### src/rtl/reg_file.sv
// Register file with two combinational read ports, write-through bypass and
// per-register pending-write (busy) tracking. Register 0 can be hardwired to zero.
module reg_file #(
  parameter int unsigned WIDTH   = 16,
  parameter int unsigned AW      = 3,
  parameter int unsigned R0_ZERO = 1
) (
  input  logic             clk,
  input  logic             rst,
  input  logic             we,
  input  logic [AW-1:0]    waddr,
  input  logic [WIDTH-1:0] wdata,
  input  logic [AW-1:0]    ra_addr,
  output logic [WIDTH-1:0] ra_data,
  output logic             ra_busy,
  input  logic [AW-1:0]    rb_addr,
  output logic [WIDTH-1:0] rb_data,
  output logic             rb_busy,
  input  logic             busy_set,
  input  logic [AW-1:0]    busy_addr
);

  localparam int unsigned DEPTH = 2 ** AW;
  localparam bit          R0Z   = (R0_ZERO != 0);

  logic [WIDTH-1:0] mem_q [DEPTH];
  logic [WIDTH-1:0] mem_d [DEPTH];
  logic [DEPTH-1:0] busy_q;
  logic [DEPTH-1:0] busy_d;
  logic [DEPTH-1:0] set_vec;
  logic [DEPTH-1:0] clr_vec;
  logic             wr_en;
  logic             zero_a;
  logic             zero_b;
  logic             hit_a;
  logic             hit_b;

  // Write qualification: a zeroed register 0 swallows writes.
  always_comb begin
    wr_en  = we && !(R0Z && (waddr == '0));
    zero_a = R0Z && (ra_addr == '0);
    zero_b = R0Z && (rb_addr == '0);
    hit_a  = we && (waddr == ra_addr);
    hit_b  = we && (waddr == rb_addr);
  end

  // Next storage contents.
  always_comb begin
    mem_d = mem_q;
    if (wr_en) begin
      mem_d[waddr] = wdata;
    end
  end

  // Busy set/clear decoders; a set on the same register overrides the clear.
  always_comb begin
    set_vec = '0;
    clr_vec = '0;
    for (int unsigned i = 0; i < DEPTH; i++) begin
      set_vec[i] = busy_set && (busy_addr == AW'(i)) && !(R0Z && (i == 0));
      clr_vec[i] = we && (waddr == AW'(i));
    end
    busy_d = set_vec | (busy_q & ~clr_vec);
  end

  // State registers with asynchronous clear.
  always_ff @(posedge clk or negedge rst) begin
    if (!rst) begin
      for (int unsigned i = 0; i < DEPTH; i++) begin
        mem_q[i] <= '0;
      end
      busy_q <= '0;
    end else begin
      mem_q  <= mem_d;
      busy_q <= busy_d;
    end
  end

  // Read port A: zeroed R0, then same-cycle bypass, then stored value.
  always_comb begin
    ra_data = '0;
    ra_busy = 1'b0;
    if (rst) begin
      if (zero_a) begin
        ra_data = '0;
      end else if (hit_a) begin
        ra_data = wdata;
      end else begin
        ra_data = mem_q[ra_addr];
      end
      ra_busy = busy_q[ra_addr] && !hit_a;
    end
  end

  // Read port B: same rules as port A.
  always_comb begin
    rb_data = '0;
    rb_busy = 1'b0;
    if (rst) begin
      if (zero_b) begin
        rb_data = '0;
      end else if (hit_b) begin
        rb_data = wdata;
      end else begin
        rb_data = mem_q[rb_addr];
      end
      rb_busy = busy_q[rb_addr] && !hit_b;
    end
  end

endmodule
### config.mk
export PLATFORM = sky130hd
export DESIGN_NAME = reg_file
export DESIGN_NICKNAME = d
export VERILOG_FILES = /design/src/rtl/reg_file.sv
export SDC_FILE = /design/constraint.sdc
export NUM_CORES = 1
export LEC_CHECK = 0
export BUFFER_PORTS_ARGS = -buffer_cell sky130_fd_sc_hd__buf_4
export CORE_MARGIN = 2
export CORE_UTILIZATION = 62
export CTS_BUF_LIST = sky130_fd_sc_hd__clkbuf_8
export CTS_CLUSTER_SIZE = 40
export DETAILED_ROUTE_END_ITERATION = 8
export PLACE_DENSITY = 0.82
export SLEW_MARGIN = 20
export SYNTH_ARGS = -nofsm -noshare
export SYNTH_HDL_FRONTEND = slang
export SYNTH_SLANG_ARGS = --single-unit
### constraint.sdc
create_clock -name clk -period 1.85 [get_ports clk]
set_input_delay 0.2775 -clock clk [delete_from_list [all_inputs] [get_ports clk]]
set_output_delay 0.2775 -clock clk [all_outputs]
set_load 0.01 [all_outputs]
==> metrics.txt <==
Placement Rows 40; Setup Crit Path Kind flop to output port; violations in the final reports hold timing, setup timing; antenna viol nets, final 0; highest attainable clock frequency 474 MHz; simple-gate share of the synthesized area 6.67%; via count of the first global-routing pass 6038; TritonCTS clock tree built; Starting Density 63.7%; period utilization 114%; Setup crit end kind output port; Non-Filler Instances 832; max-cap violations 0; Root Driver sky130_fd_sc_hd__clkbuf_8; worst-path cell with the longest stage delay sky130_fd_sc_hd__mux4_2; Remaining Overflow, GRT 0; largest family of logic cells by synthesized area multiplexers; leakage 4.09 nW; Mapped Cells 584; main area contributors after synthesis sky130_fd_sc_hd__dfrtp_1, sky130_fd_sc_hd__mux2_2, sky130_fd_sc_hd__mux4_2, sky130_fd_sc_hd__mux2i_1, sky130_fd_sc_hd__mux2_4; flops & latches, synth 136; final core area utilization 76.8%; clock sink count 136; Clk Latency, worst-skew pair 440 ps; height of the die 115 µm; Die ar. 13200 µm²; delay of the slowest cell on the worst path 510 ps; total instance count after detailed placement 791; XOR/XNOR Fraction of Synth Area 0.687%; die outline width 115 µm; Worst-path clk slew 70 ps; Via Count 5672; clock buffer count from CTS 17; fin crit period 2110 ps; post-synthesis adder-cell area fraction 0%; PnR worst setup slack -258 ps; global placement routability congestion 0.928; Longest Clk Path Bufs 2; layout cell share with drive strength beyond 1 52.0%; Mapped Avg Cell Area 13.1 µm²; half-perimeter wire length after placement 13.7 mm; largest voltage drop on the vdd net 0.703 mV; residual DRC count 0; warnings from Yosys 0; final WL 21.0 mm; Setup TNS -6360 ps; max_slew headroom 54.9%; final-layout fill cell count 688; Power per Cell Area 961 nW/µm²; startpoint types flop; number of antenna violations at the first check in global routing 0; Hold WC Path Type primary input to asynchronous set/reset pin; unrepaired setup endpoints after global routing yes; num ports 66; Total Nets Final 704; critical path data required time 1570 ps; number of max-slew violations in the final report 0; Hold WS -35.6 ps; area growth from synthesis to layout 20.6%; post-synth top area cell sky130_fd_sc_hd__dfrtp_1; Post-Syn Nets 616; Arrival @ worst endpoint 1830 ps; IO Port Bufs 65; routed via count divided by cell count 6.82; top-area cell type share of the netlist area 44.5%; ant diodes 0; multiplexer fraction of the synthesized cell area 36.9%; first-pass GRT wire length 33.0 mm; Avg WL per Cell 25.3 µm; critical-path maximum fanout 3; Final Power 0.00886 W; GRT Overall Usage 33.7%; netlist area before placement 7650 µm²; complex-gate fraction of the synthesized area 6.45%; placeable core area 12000 µm²; H-tree lvl count 4; pin count of the biggest net entering global routing 126; Iteration-0 DRC Markers 559; cells along the critical path mux4_2, a211oi_2, nor3_2, buf_4; status finished, violations left; maximum clock skew at final layout 0 ps; first-pass iteration count of the detailed router 5; synth unique cells 34; slew at the pin with the worst max-slew slack 676 ps; count of final setup violators 34; Hold Violations, Final 15; Seq/Total Area, Yosys 44.5%
registers in the layout (all words and copies together), names as in the netlist:
| name | flops |
|---|---|
| busy_q | 8 |
| mem_q | 128 |
final timing paths:
kind / start / end / slack (ps) / depth (start not counted)
setup / recovery: mem_q[5] / ra_data[5] / -260 / 4
hold / removal: rst / mem_q[104] / -40 / 2
setup reg to reg: mem_q[15] / mem_q[15] / 810 / 3
hold reg to reg: mem_q[122] / mem_q[122] / 400 / 0
max in group asynchronous: rst / mem_q[4] / 1010 / 2
min in group clk: busy_addr[0] / busy_q[2] / 50 / 2
timing repair:
item	CTS	global route
gates resized for setup	33	7
setup buffers	5	3
setup endpoints to repair	34	34
pin swaps	51	2
cloned	0	0
endpoints found under the hold margin	11	0
hold buffers	1	0
placed cells by master, fill, tap and decap left out, types with 2 or more instances in the layout:
master / count
sky130_fd_sc_hd__mux2i_1: 63
sky130_fd_sc_hd__nor2_1: 33
sky130_fd_sc_hd__mux4_2: 38
sky130_fd_sc_hd__buf_6: 2
sky130_fd_sc_hd__nand4_1: 2
sky130_fd_sc_hd__and4_1: 2
sky130_fd_sc_hd__clkinv_2: 3
sky130_fd_sc_hd__nand2b_1: 5
sky130_fd_sc_hd__o21ai_0: 4
sky130_fd_sc_hd__nand2_1: 9
sky130_fd_sc_hd__bufinv_16: 2
sky130_fd_sc_hd__nor3_1: 25
sky130_fd_sc_hd__a211oi_2: 31
sky130_fd_sc_hd__clkinvlp_4: 3
sky130_fd_sc_hd__nand4b_2: 3
sky130_fd_sc_hd__mux2_2: 93
sky130_fd_sc_hd__nor3_2: 5
sky130_fd_sc_hd__xnor2_1: 6
sky130_fd_sc_hd__clkbuf_8: 18
sky130_fd_sc_hd__inv_1: 6
sky130_fd_sc_hd__buf_12: 15
sky130_fd_sc_hd__nor3b_4: 2
sky130_fd_sc_hd__dfrtp_1: 136
sky130_fd_sc_hd__mux2_4: 18
sky130_fd_sc_hd__o22ai_1: 32
sky130_fd_sc_hd__buf_4: 112
sky130_fd_sc_hd__clkinv_4: 2
per-stage QoR:
step                area (µm²)  setup WS [ps]
detailed placement        8580           -185
global route              9230           -308
finish                    9230           -258
floorplan                 7650            157
global placement          8580           -141
CTS                       9170           -251
per-layer routing:
metal  GRT usage (%)  wire, µm  vias to the layer above
li1                -         -                     2385
met1            44.6      8300                     2838
met2            50.7      9770                      358
met3            9.86      2000                       89
met4            17.7       926                        2
met5            2.96        27                        -
critical path, delay by kind of cell, from the launching register on:
family | cells | cell delay (ps)
multiplexers | 1 | 510
AO/OA/AOI/OAI | 1 | 250
flip-flops | 1 | 400
AND/OR/NAND/NOR | 1 | 90
buffers and inverters | 1 | 150
cell usage after synthesis (all sizes together):
library cell  count
clkbuf           20
buf              41
xnor2             6
o31a              1
or2               2
and4              2
o22ai            32
o21ai             6
mux2            112
nor3b             2
nor3             31
nand4             3
a211oi           32
o32ai             1
nor2             34
nand4b            3
dfrtp           136
nand2b            6
mux4             38
inv               3
mux2i            64
nand2             9
kinds of logic after synthesis:
family          after synthesis
mux                         214
flops                       136
simple gates                 92
compound gates               72
buf+inv                      64
xor+xnor                      6
area by class of cell:
cell class / instances / area [µm²] / share of cell area [%]
clock buffers: 18 / 248 / 2.69
well taps: 147 / 184 / 1.99
inverters: 3 / 11.3 / 0.122
flip-flops and latches: 136 / 3400 / 36.9
multi-input cells: 384 / 4070 / 44.1
repair buffers: 130 / 1170 / 12.7
clock inverters: 14 / 135 / 1.46
report_power, final:
part           switching (W)  internal, W
Combinational        0.00104      0.00144
Clock                0.00117      0.00122
Sequential          0.000454      0.00355
Power figures use the tool's default switching activity.
